--- config.mk ---
export PLATFORM = sky130hd
export DESIGN_NAME = psd_acq_ctrl
export DESIGN_NICKNAME = d
export VERILOG_FILES = /design/src/rtl/psd_ctrl_pkg.sv /design/src/rtl/psd_frame_counter.sv /design/src/rtl/psd_acq_ctrl.sv
export SDC_FILE = /design/constraint.sdc
export NUM_CORES = 1
export LEC_CHECK = 0
export ABC_AREA = 1
export CORE_MARGIN = 4
export CORE_UTILIZATION = 30
export CTS_BUF_LIST = sky130_fd_sc_hd__clkbuf_16
export DETAILED_ROUTE_END_ITERATION = 10
export PLACE_DENSITY = 0.53
export REMOVE_ABC_BUFFERS = 1
export SYNTH_ARGS = -nofsm -noshare
export SYNTH_HDL_FRONTEND = slang
export SYNTH_HIERARCHICAL = 1
export SYNTH_SLANG_ARGS = --single-unit
export TNS_END_PERCENT = 5
--- constraint.sdc ---
create_clock -name clk -period 4.51 [get_ports clk]
set_clock_uncertainty 0.1 [all_clocks]
set_input_delay 0.902 -clock clk [delete_from_list [all_inputs] [get_ports clk]]
set_output_delay 0.902 -clock clk [all_outputs]
set_load 0.005 [all_outputs]
--- src/rtl/psd_ctrl_pkg.sv ---
// ---------------------------------------------------------------------------
// psd_ctrl_pkg
//   Shared definitions for the PSD accumulation sequencer.
//   - state_e  : sequencer state encoding (IDLE / ARM / ACCUM / HOLD)
//   - ADDR_LSB : byte-address shift applied to the sample counter
//                (accumulator words are 32 bits wide)
// ---------------------------------------------------------------------------
package psd_ctrl_pkg;

  typedef enum logic [1:0] {
    ST_IDLE  = 2'd0,
    ST_ARM   = 2'd1,
    ST_ACCUM = 2'd2,
    ST_HOLD  = 2'd3
  } state_e;

  localparam int ADDR_LSB = 2;

endpackage

--- src/rtl/psd_frame_counter.sv ---
// ---------------------------------------------------------------------------
// psd_frame_counter
//   Sample-within-frame counter (cnt) and averaging-cycle counter (cycle).
//   cnt advances on every accepted beat and wraps at PERIOD-1; the wrap
//   advances cycle, which itself wraps to 0 after cycle n_avg-1 so that a
//   continuous run starts the next bank from cnt=0, cycle=0 without help.
// Ports
//   clk, rst        : clock, synchronous active-high reset
//   clear_i         : force cnt=0, cycle=0 (held while not accumulating)
//   beat_i          : one accepted sample this cycle
//   n_avg_i         : averages per bank (already forced non-zero)
//   cnt_o           : current sample index within the frame
//   last_beat_o     : cnt == PERIOD-1
//   first_cycle_o   : cycle == 0
//   last_cycle_o    : cycle == n_avg-1
// ---------------------------------------------------------------------------
module psd_frame_counter
  import psd_ctrl_pkg::*;
#(
  parameter int PERIOD         = 256,
  parameter int PERIOD_WIDTH   = 8,
  parameter int N_CYCLES_WIDTH = 11
) (
  input  logic                      clk,
  input  logic                      rst,
  input  logic                      clear_i,
  input  logic                      beat_i,
  input  logic [N_CYCLES_WIDTH-1:0] n_avg_i,
  output logic [PERIOD_WIDTH-1:0]   cnt_o,
  output logic                      last_beat_o,
  output logic                      first_cycle_o,
  output logic                      last_cycle_o
);

  logic [PERIOD_WIDTH-1:0]   cnt_q,   cnt_d;
  logic [N_CYCLES_WIDTH-1:0] cycle_q, cycle_d;

  assign cnt_o         = cnt_q;
  assign last_beat_o   = (cnt_q == PERIOD_WIDTH'(PERIOD - 1));
  assign first_cycle_o = (cycle_q == '0);
  assign last_cycle_o  = (cycle_q == (n_avg_i - N_CYCLES_WIDTH'(1)));

  always_comb begin
    cnt_d   = cnt_q;
    cycle_d = cycle_q;
    if (clear_i) begin
      cnt_d   = '0;
      cycle_d = '0;
    end else if (beat_i) begin
      if (last_beat_o) begin
        cnt_d   = '0;
        cycle_d = last_cycle_o ? '0 : cycle_q + N_CYCLES_WIDTH'(1);
      end else begin
        cnt_d = cnt_q + PERIOD_WIDTH'(1);
      end
    end
  end

  always_ff @(posedge clk) begin
    if (rst) begin
      cnt_q   <= '0;
      cycle_q <= '0;
    end else begin
      cnt_q   <= cnt_d;
      cycle_q <= cycle_d;
    end
  end

endmodule

--- src/rtl/psd_acq_ctrl.sv ---
// ---------------------------------------------------------------------------
// psd_acq_ctrl
//   Sequencer between the FFT output stream and the PSD accumulator.
//   Aligns to an FFT frame boundary (tlast) after start, then counts samples
//   and averaging cycles, driving the accumulator address and first/last
//   cycle strobes. Completed banks ping-pong between two result buffers and
//   are handed to software with a done pulse and returned with rd_ack.
// Ports
//   clk, rst                 : clock, synchronous active-high reset
//   start / stop             : begin acquisition (IDLE only) / abort to IDLE
//   cfg_continuous           : re-arm automatically after every bank
//   cfg_n_avg                : averages per bank, 0 behaves as 1
//   rd_ack                   : software released bank rd_bank
//   s_axis_tvalid/tlast/tdata: FFT output stream
//   m_axis_tvalid/tdata      : beat forwarded to the accumulator (1 cycle)
//   addr                     : accumulator byte address {cnt, 2'b00}
//   first_cycle / last_cycle : beat belongs to cycle 0 / cycle n_avg-1
//   wr_bank / rd_bank        : bank being filled / last completed bank
//   busy, done, overrun      : status; overrun is sticky until next start
//   bank_count               : banks completed since start (wraps)
// ---------------------------------------------------------------------------
module psd_acq_ctrl
  import psd_ctrl_pkg::*;
#(
  parameter int PERIOD         = 256,
  parameter int PERIOD_WIDTH   = 8,
  parameter int N_CYCLES_WIDTH = 11
) (
  input  logic                             clk,
  input  logic                             rst,
  input  logic                             start,
  input  logic                             stop,
  input  logic                             cfg_continuous,
  input  logic [N_CYCLES_WIDTH-1:0]        cfg_n_avg,
  input  logic                             rd_ack,
  input  logic                             s_axis_tvalid,
  input  logic                             s_axis_tlast,
  input  logic [31:0]                      s_axis_tdata,
  output logic                             m_axis_tvalid,
  output logic [31:0]                      m_axis_tdata,
  output logic [PERIOD_WIDTH+ADDR_LSB-1:0] addr,
  output logic                             first_cycle,
  output logic                             last_cycle,
  output logic                             wr_bank,
  output logic                             rd_bank,
  output logic                             busy,
  output logic                             done,
  output logic                             overrun,
  output logic [31:0]                      bank_count
);

  function automatic logic [N_CYCLES_WIDTH-1:0] navg_sat(
    input logic [N_CYCLES_WIDTH-1:0] v
  );
    return (v == '0) ? N_CYCLES_WIDTH'(1) : v;
  endfunction

  state_e                    state_q, state_d;
  logic [N_CYCLES_WIDTH-1:0] n_avg_q, n_avg_d;
  logic                      wr_bank_q, wr_bank_d;
  logic                      rd_bank_q, rd_bank_d;
  logic                      bank_full_q, bank_full_d;
  logic                      overrun_q, overrun_d;
  logic [31:0]               bank_count_q, bank_count_d;
  logic                      done_q, done_d;

  logic [PERIOD_WIDTH-1:0]   cnt;
  logic                      last_beat, first_cyc, last_cyc;
  logic                      beat, bank_end, ack_eff, cnt_clear;

  // Only beats seen while accumulating move the counters or reach the
  // accumulator; ARM and HOLD discard the stream.
  assign beat      = s_axis_tvalid && (state_q == ST_ACCUM);
  assign bank_end  = beat && last_beat && last_cyc && !stop;
  assign ack_eff   = rd_ack && bank_full_q;
  assign cnt_clear = (state_q != ST_ACCUM);

  psd_frame_counter #(
    .PERIOD        (PERIOD),
    .PERIOD_WIDTH  (PERIOD_WIDTH),
    .N_CYCLES_WIDTH(N_CYCLES_WIDTH)
  ) u_cnt (
    .clk          (clk),
    .rst          (rst),
    .clear_i      (cnt_clear),
    .beat_i       (beat),
    .n_avg_i      (n_avg_q),
    .cnt_o        (cnt),
    .last_beat_o  (last_beat),
    .first_cycle_o(first_cyc),
    .last_cycle_o (last_cyc)
  );

  always_comb begin
    state_d      = state_q;
    n_avg_d      = n_avg_q;
    wr_bank_d    = wr_bank_q;
    rd_bank_d    = rd_bank_q;
    bank_full_d  = bank_full_q;
    overrun_d    = overrun_q;
    bank_count_d = bank_count_q;
    done_d       = 1'b0;

    // A release arriving together with a completion is applied first, so the
    // completion below may set bank_full again.
    if (ack_eff) begin
      bank_full_d = 1'b0;
    end

    if (stop) begin
      state_d = ST_IDLE;
    end else begin
      case (state_q)
        ST_IDLE: begin
          if (start) begin
            state_d      = ST_ARM;
            n_avg_d      = navg_sat(cfg_n_avg);
            bank_count_d = '0;
            overrun_d    = 1'b0;
          end
        end
        ST_ARM: begin
          if (s_axis_tvalid && s_axis_tlast) begin
            state_d = ST_ACCUM;
            n_avg_d = navg_sat(cfg_n_avg);
          end
        end
        ST_ACCUM: begin
          if (bank_end) begin
            done_d       = 1'b1;
            rd_bank_d    = wr_bank_q;
            bank_count_d = bank_count_q + 32'd1;
            bank_full_d  = 1'b1;
            if (!cfg_continuous) begin
              state_d = ST_IDLE;
            end else if (bank_full_q && !rd_ack) begin
              // The other bank is still with software: nowhere to write.
              state_d = ST_HOLD;
            end else begin
              wr_bank_d = ~wr_bank_q;
            end
          end
        end
        ST_HOLD: begin
          if (s_axis_tvalid) begin
            overrun_d = 1'b1;
          end
          if (ack_eff) begin
            wr_bank_d = ~wr_bank_q;
            state_d   = ST_ARM;
          end
        end
        default: state_d = ST_IDLE;
      endcase
    end
  end

  always_ff @(posedge clk) begin
    if (rst) begin
      state_q      <= ST_IDLE;
      n_avg_q      <= N_CYCLES_WIDTH'(1);
      wr_bank_q    <= 1'b0;
      rd_bank_q    <= 1'b0;
      bank_full_q  <= 1'b0;
      overrun_q    <= 1'b0;
      bank_count_q <= '0;
      done_q       <= 1'b0;
    end else begin
      state_q      <= state_d;
      n_avg_q      <= n_avg_d;
      wr_bank_q    <= wr_bank_d;
      rd_bank_q    <= rd_bank_d;
      bank_full_q  <= bank_full_d;
      overrun_q    <= overrun_d;
      bank_count_q <= bank_count_d;
      done_q       <= done_d;
    end
  end

  // Stage p1: datapath outputs, one register after the input beat.
  logic                             vld_p1_q;
  logic [31:0]                      tdata_p1_q;
  logic [PERIOD_WIDTH+ADDR_LSB-1:0] addr_p1_q;
  logic                             first_p1_q;
  logic                             last_p1_q;
  logic                             wr_bank_p1_q;

  always_ff @(posedge clk) begin
    if (rst) begin
      vld_p1_q     <= 1'b0;
      tdata_p1_q   <= '0;
      addr_p1_q    <= '0;
      first_p1_q   <= 1'b0;
      last_p1_q    <= 1'b0;
      wr_bank_p1_q <= 1'b0;
    end else begin
      vld_p1_q     <= beat;
      tdata_p1_q   <= s_axis_tdata;
      addr_p1_q    <= {cnt, {ADDR_LSB{1'b0}}};
      first_p1_q   <= beat && first_cyc;
      last_p1_q    <= beat && last_cyc;
      wr_bank_p1_q <= wr_bank_q;
    end
  end

  assign m_axis_tvalid = vld_p1_q;
  assign m_axis_tdata  = tdata_p1_q;
  assign addr          = addr_p1_q;
  assign first_cycle   = first_p1_q;
  assign last_cycle    = last_p1_q;
  assign wr_bank       = wr_bank_p1_q;
  assign rd_bank       = rd_bank_q;
  assign busy          = (state_q != ST_IDLE);
  assign done          = done_q;
  assign overrun       = overrun_q;
  assign bank_count    = bank_count_q;

endmodule
# Word-level counts from Yosys, hierarchy flattened
# Cells that the tools add are included.
word_totals:
  word_cells: 96
  register_bits: 115
  output_inout_bits: 82
classes:
  n_mux: 29
  n_addsub: 4
  n_eq_ne: 14
  n_bitwise: 3
  n_reduce_logical: 29
ops:
  columns: ["cell", "count"]
  rows:
  - ["32-bit 2-to-1 mux", 2]
  - ["32-bit one-hot mux with 2 select lines", 1]
  - ["11-bit 2-to-1 mux", 4]
  - ["32-bit by 1-bit adder with 32-bit output, second input constant", 1]
  - ["11-bit zero test", 2]
  - ["11-bit one-hot mux with 2 select lines", 1]
  - ["2-bit inequality test, second input constant", 8]
  - ["2-bit 2-to-1 mux", 6]
  - ["4-bit AND reduction", 3]
  - ["11-bit by 1-bit adder with 11-bit output, second input constant", 1]
  - ["11-bit equality test", 1]
  - ["1-bit 2-to-1 mux", 11]
  - ["11-bit by 1-bit subtractor with 11-bit output, second input constant", 1]
  - ["2-bit nonzero test", 5]
  - ["1-bit logical AND", 9]
  - ["8-bit by 1-bit adder with 8-bit output, second input constant", 1]
  - ["8-bit equality test, second input constant", 1]
  - ["8-bit 2-to-1 mux", 1]
  - ["2-bit one-hot mux with 4 select lines", 1]
  - ["6-bit AND reduction", 1]
  - ["5-bit AND reduction", 1]
  - ["2-bit equality test, second input constant", 2]
  - ["1-bit one-hot mux with 2 select lines", 2]
  - ["2-bit OR reduction", 2]
  - ["other kinds (8)", 11]

# Depth between registers and ports, before layout
# Gate-level depths: netlist (run 1).
logic_depth:
  depth_word: 8
  depth_mapped: 20

# Modules after synthesis
# Netlist (run 1), hierarchy kept.
by_module_without_submodules:
  columns: ["module", "n_inst", "cells_per_inst", "area_per_inst_um2", "seq_area_each_um2"]
  rows:
  - ["psd_acq_ctrl", 1, 559, 3931.3, 1881.8]
  - ["psd_frame_counter", 1, 297, 1667.8, 380.4]

# Least setup slack after synthesis (run 1)
# Ideal clock, no wire load.
synth_timing:
  path_kind: "register to register"
  from: "register n_avg_q[0]"
  to: "register bank_count_q[29] (netlist: bank_count[29])"
  synth_period_minus_slack_ns: 2.458
  path_buffers: 1
  setup_ns: 0.115
  path_stages_with_launch: 19
  arrival_ns: 2.243
  path_slack_ns: 2.052
  required_time_ns: 4.295
  cell_sequence: "dfxtp_1 inv_1 ha_1 nand2_1 nor2_1 nand2_1 nand3_1 nand3_1 nor2_1 nand3_2 inv_1 nand3_2 o21ai_2 nand2_2 buf_6 nor2_4 nand3_1 nand2_1 nor2_1"
synth_via:
  elab_chain_cells: 6
synth_rtl:
  columns: ["item", "line", "source"]
  rows:
  - ["from (decl)", "psd_acq_ctrl.sv:59", "logic [N_CYCLES_WIDTH-1:0] n_avg_q, n_avg_d;"]
  - ["from (signal assigned)", "psd_acq_ctrl.sv:170", "n_avg_q <= n_avg_d;"]
  - ["11-bit by 1-bit subtractor with 11-bit output", "psd_frame_counter.sv:41", "assign last_cycle_o = (cycle_q == (n_avg_i - N_CYCLES_WIDTH'(1)));"]
  - ["11-bit equality test", "psd_frame_counter.sv:41", null]
  - ["via last_cyc", "psd_acq_ctrl.sv:68", "logic last_beat, first_cyc, last_cyc;"]
  - ["1-bit logical AND (2 in series)", "psd_acq_ctrl.sv:74", "assign bank_end = beat && last_beat && last_cyc && !stop;"]
  - ["2-bit inequality test (no line)", null, null]
  - ["4-bit AND reduction (no line)", null, null]
  - ["to (signal assigned)", "psd_acq_ctrl.sv:175", "bank_count_q <= bank_count_d;"]
  - ["to (decl)", "psd_acq_ctrl.sv:64", "logic [31:0] bank_count_q, bank_count_d;"]
# The timed path passes the listed nets, and every way through them passes these cells.
# A chain may end at the register's enable or synchronous reset.

# Final worst setup path (run 1)
layout_timing:
  from: "register n_avg_q[0]"
  to: "register bank_count_q[22] (netlist: bank_count[22])"
# The elaborated chain is that of the path after synthesis.

==> results of run 1 <==
## power by group through the flow
stage	Clock, mW	Combinational (mW)	Sequential, mW
CTS	1.36	0.313	1.05
floorplan	0	0.177	1.07
global placement	0	0.312	1.07
finish	1.32	0.308	1.05
global route	1.41	0.349	1.06
detailed placement	0	0.311	1.07
## cell type report
cell class / count / area (um^2)
fillers: 1948 / 10470
multi-input cells: 582 / 2704
flip-flops and latches: 113 / 2262
repair buffers: 131 / 1304
inverters: 144 / 540.5
clock buffers: 17 / 425.4
well taps: 229 / 286.5
clock inverters: 15 / 151.4
## registers in the layout (all words and copies together), names as in the netlist, 2 cells and up
register       count
n_avg_q           11
state_q            2
u_cnt/cnt_o        8
bank_count        32
addr               8
m_axis_tdata      32
u_cnt/cycle_q     11
## per-layer routing
metal / vias up / track usage, % / wire length, um
met2: 142 / 22.82 / 6811
met4: 2 / 4.713 / 193
met1: 2411 / 19.75 / 7086
met3: 19 / 5.886 / 1308
li1: 2903 / - / -
met5: - / 0 / 13
## cells by family after synthesis
logic type / Yosys count / share of synthesized area, %
compound gates: 66 / 6.101
xor+xnor: 3 / 0.4694
other cells: 1 / 0.06697
fa+ha+maj: 9 / 2.011
flops: 113 / 40.40
buf+inv: 162 / 11.37
simple gates: 502 / 39.58
## metrics by stage
stage                     hold WS (ps)  cells  power (mW)
after floorplan                  316.5    839       1.246
after global placement           339.3   1199       1.385
after detailed placement         337.7   1199       1.385
after CTS                        352.1   1231       2.728
after global routing             383.3   1231       2.814
final                            344.9   1231       2.683
## cell usage in the layout (no fill, tap or decap), types with 5 or more instances in the layout
cell type / count
nand2_1: 212
nor2_1: 164
inv_1: 144
clkdlybuf4s50_1: 129
dfxtp_1: 113
nand3_1: 52
a21oi_1: 34
o21ai_0: 25
clkbuf_16: 17
nand4_1: 15
nor2_2: 14
nor3_1: 14
ha_1: 9
nor2_4: 8
nand3_2: 5
clkinv_2: 5
## how the worst max path moves through the flow
stage / slack [ps] / startpoint / endpoint / cells past startpoint
2_1_floorplan: 1980 / n_avg_q[0] / bank_count[28] / 17
3_3_place_gp: 1540 / s_axis_tvalid / u_cnt/cycle_q[8] / 12
3_5_place_dp: 1490 / n_avg_q[0] / bank_count[22] / 18
4_1_cts: 1490 / n_avg_q[0] / bank_count[22] / 18
5_1_grt: 1070 / n_avg_q[0] / bank_count[22] / 18
6_report: 1530 / n_avg_q[0] / bank_count[22] / 18
## critical path: cells and delay by family (launching register included)
kind,cells,cell delay (ps)
simple gates,15,2000
flops,1,320
fa+ha+maj,1,290
buf+inv,2,220
==> flow_metrics.tcl, run 1 <==
set metrics [dict create \
    outcome "finished, final reports clean" \
    clk_latency_ps 410 \
    wl_mm 15.41 \
    yosysUniqueCellTypes 35 \
    n_antenna_cell 0 \
    min_path_type "flip-flop to flip-flop" \
    yosysMostFrequentCell "nand2_1" \
    grt_use_total_pct 15.05 \
    ant_nets 0 \
    arrival_ps 3230 \
    finalHoldViolations 0 \
    rsz0062_at_grt "false" \
    rrSetupSlack_ps 1530 \
    numCtsBuffers 17 \
    layout.nets 1049 \
    path_clk_slew_ps 50 \
    firstDrtPassIters 4 \
    postPlaceCellArea_um2 7097 \
    synth_top_area_share_pct 40.40 \
    setup_viol_count_final 0 \
    critPathKind "flip-flop to flip-flop" \
    hold_buffers 0 \
    critPathCaptureType "flip-flop" \
    min_to "addr[7]" \
    grt_max_degree 54 \
    dieArea_um2 20910 \
    critical_path.max_fanout 13 \
    drive_above_1_share_pct 6.786 \
    drv_slew 0 \
    dp_hpwl_mm 11.82 \
    synthArstFlopShare_pct 0 \
    maxSlewHeadroom_pct 61.28 \
    drt-initial-drc-count 287 \
    seqPwrFrac_pct 39.2 \
    switchingPower_mw 0.6651 \
    p_sw_share_pct 24.79 \
    synthTopCellsByArea "dfxtp_1 (40%), nand2_1 (14%), nor2_1 (11%), inv_1 (9.5%), nand3_1 (4.6%)" \
    post-route-util_pct 42.28 \
    yosys_most_used_dff "dfxtp_1" \
    yosysWarnings 6 \
    cpMaxStageDelayCell "nor2_2" \
    grt-ovfl-total 0 \
    comb_power_share_pct 11.5 \
    hold_depth 2 \
    first_global_vias 5066 \
    die-width_um 144.6 \
    post_cts_resized 0 \
    reg2regPathDepth 18 \
    power_density_nw_per_um2 349.7 \
    avgSynthCellArea_um2 6.541 \
    worstMarginPinSlew_ps 580.8 \
    io_pins 133 \
    cp.required_ps 4760 \
    fin_crit_ps 2983 \
    p_int_mw 2.018 \
    numPortBuffers 130 \
    cp-start-kind "flip-flop" \
    drc 0 \
    cts_tree "yes" \
    clkPwrFrac_pct 49.3 \
    r2r-end "bank_count[22]" \
    fmax_mhz 335.3 \
    synthCells 856 \
    routedWlPerCell_um 12.52 \
    clkSinkCount 113 \
    seq_area_frac_synth_pct 40.40 \
    maxCapViolCount 0 \
    htree_levels 4 \
    place_congestion 0.8461 \
    antenna_found_initial 1 \
    grt_pass1_wl_mm 24.85 \
    num_vias 5477 \
    peakVddDrop_mv 0.2649 \
    synth_common_cells "nand2_1 (212), nor2_1 (164), inv_1 (141)" \
    clock-root-buffer "clkbuf_16" \
    setup_tns_ps 0 \
    post_cts_buffers 0 \
    area_growth_pct 37.05 \
    ctsLongestPathBuffers 2 \
    die_h_um 144.6 \
    start_util_pct 30.85 \
    synth_edf_count 0 \
    rows 49 \
    core_area_um2 18150 \
    leakagePower_nw 3.240 \
    hold_start "u_cnt/cnt_o[5]" \
    rr_startpoint "n_avg_q[0]" \
    ys_ff_latch 113 \
    design_area_um2 7674 \
    post-route-period-util_pct 66.13 \
    viasPerCell 4.449 \
    synth_top_cell_by_area "dfxtp_1" \
    dp_slack_ps 1495 \
    path_cells "inv_1 -> ha_1 -> nand2_1 -> nor2_1 -> nand2_1 -> nand3_1 -> nand3_1 -> nor2_1 -> nand3_2 -> inv_1 -> nand3_2 -> nor2_2 -> nor2_1 -> nor2_2 -> nand3_1 -> nand2_1 -> nand2_1 -> nor2_1" \
    netlist_area_um2 5599 \
    critPathMaxStageDelay_ps 420 \
    fin_ws_ps 1527 \
]
Power figures use the tool's default switching activity.
==> run 2, diff against run 1 <==
PLACE_DENSITY = 0.55   (was 0.53)
clock period = 2.4 ns   (was 4.51 ns; I/O delays follow)
==> run 2 against run 1 <==
Compared with the run above: the run now ends with setup timing left; sequential power grew 88%; first-iteration DRC count shrank 27%; clock power grew 96%; worst hold slack lost 62 ps; register-to-register slack lost 1600 ps; critical path type unchanged.
==> flow_metrics.tcl, run 2 (synthesis results as in run 1) <==
set metrics [dict create \
    num_vias 5627 \
    io_pins 133 \
    grt_use_met2_pct 23.65 \
    hold_start "rst" \
    leakagePower_nw 3.536 \
    finalHoldViolations 0 \
    first_global_vias 5194 \
    rsz0062_at_grt "true" \
    start_util_pct 30.85 \
    final_common_cell "nand2_1" \
    die_h_um 144.6 \
    grt_pass1_wl_mm 25.56 \
    cp.required_ps 2600 \
    numPortBuffers 130 \
    fin_cells 1285 \
    switchingPower_mw 1.305 \
    layout.nets 1104 \
    use_met1_pct 20.74 \
    fin_ws_ps -74.67 \
    critical_path.max_fanout 9 \
    critPathCaptureType "flip-flop" \
    fin_crit_ps 2475 \
    wl_mm 15.69 \
    die-width_um 144.6 \
    routedWlPerCell_um 12.21 \
    drive_above_1_share_pct 14.68 \
    core_area_um2 18150 \
    final_cell_mix "nand2_1 (207), nor2_1 (157), inv_1 (138)" \
    min_to "last_cycle" \
    clock-root-buffer "clkbuf_16" \
    clkSinkCount 113 \
    cp_top_family "simple AND/OR/NAND/NOR gates" \
    peakVddDrop_mv 0.5133 \
    path_cells "inv_2 -> ha_4 -> nand2_1 -> nand2_1 -> nand3_1 -> nor2_1 -> nand2_1 -> nor2_2 -> nand3_2 -> inv_2 -> nand3_4 -> buf_6 -> nor2_4 -> nor2_2 -> nor2_2 -> buf_6 -> nand3_1 -> nor2_1 -> nor2_1" \
    numCtsBuffers 17 \
    htree_levels 4 \
    grt_use_total_pct 15.41 \
    drt-initial-drc-count 210 \
    n_antenna_cell 0 \
    post-route-period-util_pct 103.1 \
    seqPwrFrac_pct 37.1 \
    r2r-end "bank_count[9]" \
    rows 49 \
    min_path_type "input pin to flip-flop" \
    met3_usage_pct 4.563 \
    viasPerCell 4.379 \
    crit_buf_inv 4 \
    drv_slew 0 \
    firstDrtPassIters 6 \
    grt-ovfl-total 0 \
    post-place-cells 1252 \
    outcome "finished with violations" \
    arrival_ps 2680 \
    clk_latency_ps 410 \
    dieArea_um2 20910 \
    dp_slack_ps -213.7 \
    path_clk_slew_ps 50 \
    top_usage_layer "met2" \
    clkPwrFrac_pct 48.7 \
    hold_buffers 0 \
    drc 0 \
    ant_nets 0 \
    cpMaxStageDelayCell "dfxtp_4" \
    cts_tree "yes" \
    area_growth_pct 48.02 \
    p_int_mw 4.006 \
    dp_hpwl_mm 12.32 \
    violations "setup timing" \
    power_density_nw_per_um2 640.8 \
    p_sw_share_pct 24.57 \
    cp-start-kind "flip-flop" \
    critPathKind "flip-flop to flip-flop" \
    antenna_found_initial 0 \
    rrSetupSlack_ps -70 \
    reg2regPathDepth 19 \
    maxCapViolCount 0 \
    critPathMaxStageDelay_ps 360 \
    setup_viol_count_final 14 \
    place_congestion 0.8773 \
    hold_depth 2 \
    fmax_mhz 404.1 \
    ctsLongestPathBuffers 2 \
    grt_max_degree 30 \
    comb_power_share_pct 14.2 \
    rr_startpoint "n_avg_q[1]" \
]
-- run 2: cell types whose count changed in the layout (fill, tap and decap cells not counted), moves of 7 or more --
| cell | previous run | this run |
|---|---|---|
| nor2_4 | 8 | 17 |
| nor2_1 | 164 | 157 |
| buf_4 | 1 | 53 |
| nand3_1 | 52 | 45 |
-- run 2: worst max path at each step --
stage                           from        endpoint  slack (ps)  cells past startpoint
after floorplan           n_avg_q[0]  bank_count[28]        -130                     17
after global placement    n_avg_q[1]  bank_count[23]        -170                     19
after detailed placement  n_avg_q[1]  bank_count[30]        -210                     17
after CTS                 n_avg_q[1]   bank_count[9]         -40                     20
after global routing      n_avg_q[1]  bank_count[16]        -250                     22
final                     n_avg_q[1]   bank_count[9]         -70                     19
-- run 2: final cells by class --
| class | count | area (um^2) |
|---|---|---|
| clock buffer | 17 | 425.4 |
| clock inverter | 14 | 172.7 |
| fill | 1856 | 9859 |
| inverter | 144 | 540.5 |
| multi-input combinational | 582 | 2860 |
| sequential | 113 | 2275 |
| tap | 229 | 286.5 |
| timing repair buffer | 186 | 1728 |
-- run 2: power groups by stage --
stage / Clock [mW] / Sequential [mW] / Combinational [mW]
after floorplan: 0 / 2.01 / 0.333
after global placement: 0 / 2.00 / 0.702
after detailed placement: 0 / 2.01 / 0.699
after CTS: 2.65 / 1.97 / 0.737
after global routing: 2.75 / 1.98 / 0.835
final: 2.59 / 1.97 / 0.752
-- run 2: through the flow --
step	hold WS (ps)	setup TNS [ps]	total power, mW	area [um^2]	util (%)
floorplan	316.5	-2114	2.342	5507	-
global placement	340.0	-3235	2.706	7495	41.30
detailed placement	338.8	-4468	2.705	7495	41.30
CTS	266.5	-292.0	5.360	8223	45.31
global route	266.7	-5232	5.564	8288	45.67
finish	283.2	-403.5	5.311	8288	45.67
-- run 2: timing repair --
action                                  CTS  global route
gates resized for setup                  33            22
buffers inserted                          2             0
pin swaps                                 8             8
endpoints found under the setup margin   34            36
-- run 2: worst register-to-register path: cells and delay by family (launching register included) --
family | cells | cell delay, ps
fa+ha+maj | 1 | 260
buf+inv | 4 | 430
flops | 1 | 360
simple gates | 14 | 1220
-- run 2: metal layers --
metal | wire length [um] | part of all wire, %
met1 | 7550 | 48
met2 | 7076 | 45
met3 | 815 | 5.2
met4 | 251 | 1.6
met5 | 0 | 0
==> run 3, diff against run 2 <==
CORE_UTILIZATION = 45   (was 30)
PLACE_DENSITY = 0.76   (was 0.55)
==> run 3 against run 2 <==
Compared with the run above: clock power is 6% lower; sequential power hardly changed; via count is 2.0% higher; final cell count is 5.6% lower; critical path type unchanged; the run still ends with setup timing left; count of clock-buffer cells in the layout stayed put.
==> flow_metrics.tcl, run 3 (synthesis results as in run 1) <==
set metrics [dict create \
    switchingPower_mw 1.282 \
    grt-ovfl-total 0 \
    r2r-end "bank_count[7]" \
    grt_max_degree 53 \
    post-place-cells 1178 \
    outcome "finished with violations" \
    setup_tns_ps -1834 \
    drv_slew 0 \
    reg2regPathDepth 17 \
    first_global_vias 5366 \
    violations "setup timing" \
    setup_viol_count_final 28 \
    p_sw_share_pct 24.70 \
    path_clk_slew_ps 50 \
    firstDrtPassIters 5 \
    clkPwrFrac_pct 47.0 \
    power_density_nw_per_um2 631.2 \
    start_util_pct 46.23 \
    startpoint "n_avg_q[1]" \
    hold_buffers 0 \
    numCtsBuffers 17 \
    die_h_um 119.5 \
    numPortBuffers 130 \
    post-route-util_pct 67.88 \
    io_pins 133 \
    ant_nets 0 \
    antenna_found_initial 0 \
    p_int_mw 3.908 \
    dieArea_um2 14290 \
    rr_startpoint "n_avg_q[1]" \
    peakVddDrop_mv 0.4685 \
    critPathKind "flip-flop to flip-flop" \
    seqPwrFrac_pct 38.1 \
    critical_path.max_fanout 9 \
    n_antenna_cell 0 \
    dp_hpwl_mm 10.94 \
    layout.nets 1094 \
    postPlaceCellArea_um2 7333 \
    min_path_type "flip-flop to flip-flop" \
    core_area_um2 12110 \
    drc 0 \
    rsz0062_at_grt "true" \
    leakagePower_nw 3.489 \
    critPathCaptureType "flip-flop" \
    maxCapViolCount 0 \
    wl_mm 14.96 \
    fmax_mhz 388.9 \
    die-width_um 119.5 \
    post-route-period-util_pct 107.1 \
    maxSlewHeadroom_pct 61.91 \
    power.total_mw 5.190 \
    clock-root-buffer "clkbuf_16" \
    place_congestion 0.9162 \
    clk_latency_ps 410 \
    clkSinkCount 113 \
    arrival_ps 2820 \
    cp-start-kind "flip-flop" \
    rrSetupSlack_ps -170 \
    area_growth_pct 46.84 \
    fin_cells 1213 \
    grt_use_total_pct 20.85 \
    design_area_um2 8222 \
    comb_power_share_pct 14.9 \
    htree_levels 4 \
    fin_crit_ps 2571 \
    ctsLongestPathBuffers 2 \
    grt_pass1_wl_mm 24.59 \
    drive_above_1_share_pct 15.69 \
    num_vias 5742 \
    worstMarginPinSlew_ps 571.3 \
    fin_ws_ps -171.3 \
    final_cell_mix "nand2_1 (196), nor2_1 (155), inv_1 (135)" \
    final_common_cell "nand2_1" \
    crit_end "bank_count[7]" \
    cts_tree "yes" \
    routedWlPerCell_um 12.33 \
    cp.required_ps 2650 \
    finalHoldViolations 0 \
    drt-initial-drc-count 401 \
    rows 40 \
    viasPerCell 4.734 \
]
==> run 3: cell count changes in the layout (fill, tap and decap cells not counted), moves of 3 or more <==
| cell | previous run | this run |
|---|---|---|
| buf_4 | 53 | 41 |
| nand2_1 | 207 | 196 |
| nand2_2 | 5 | 15 |
| nand3_1 | 45 | 41 |
| inv_1 | 138 | 135 |
==> run 3: how the worst min path moves through the flow <==
stage | from | to | slack, ps | cells past startpoint
final | u_cnt/cnt_o[5] | addr[7] | 350 | 2
after global routing | u_cnt/cnt_o[5] | addr[7] | 370 | 2
after CTS | u_cnt/cnt_o[5] | addr[7] | 350 | 2
after detailed placement | u_cnt/cnt_o[5] | addr[7] | 340 | 2
after global placement | u_cnt/cnt_o[5] | addr[7] | 340 | 2
after floorplan | u_cnt/cnt_o[5] | addr[7] | 320 | 2
==> run 3: worst max-delay path: stages, from the launching register on <==
cell and delay (ps):
dfxtp_4 380, inv_4 40, ha_4 260, nand2_2 50, nand2_2 80, nand3_2 70
nor2_2 120, nand2_2 60, nor2_2 110, nand3_2 100, inv_2 60, nand3_2 90
o21ai_2 210, nand2_4 180, buf_4 210, nor2_1 120, o21ai_0 110, nor2_1 130
==> run 3: metal layers <==
layer	vias to the layer above	global-route usage [%]	wire length [um]
li1	2996	-	-
met1	2546	26.59	6658
met2	168	33.65	6952
met3	32	6.739	1088
met4	0	6.514	260
met5	-	0	0
==> run 3: power groups by stage <==
stage / logic [mW] / registers (mW) / clock network, mW
finish: 0.773 / 1.98 / 2.44
detailed placement: 0.666 / 2.01 / 0
global placement: 0.660 / 2.01 / 0
CTS: 0.728 / 1.98 / 2.49
floorplan: 0.333 / 2.01 / 0
global route: 0.850 / 1.98 / 2.55
==> run 3: stage by stage <==
step	setup slack, ps	hold WS [ps]
finish	-171.3	346.3
global route	-346.9	371.7
CTS	-70.10	349.2
detailed placement	-241.1	339.1
global placement	-155.3	341.8
floorplan	-134.5	316.5
==> run 3: what timing repair did <==
action                     CTS  global route
resized for setup           31            45
pin swaps                   14            26
gates cloned                 1             0
setup buffers                3             1
setup endpoints to repair   35            41
==> run 3: final cells by class <==
| type | count | area [um^2] |
|---|---|---|
| clock buffer | 17 | 425.4 |
| multi-input combinational | 582 | 2928 |
| clock inverter | 13 | 146.4 |
| sequential | 113 | 2272 |
| fill | 1026 | 3890 |
| tap | 168 | 210.2 |
| timing repair buffer | 176 | 1694 |
| inverter | 144 | 545.5 |
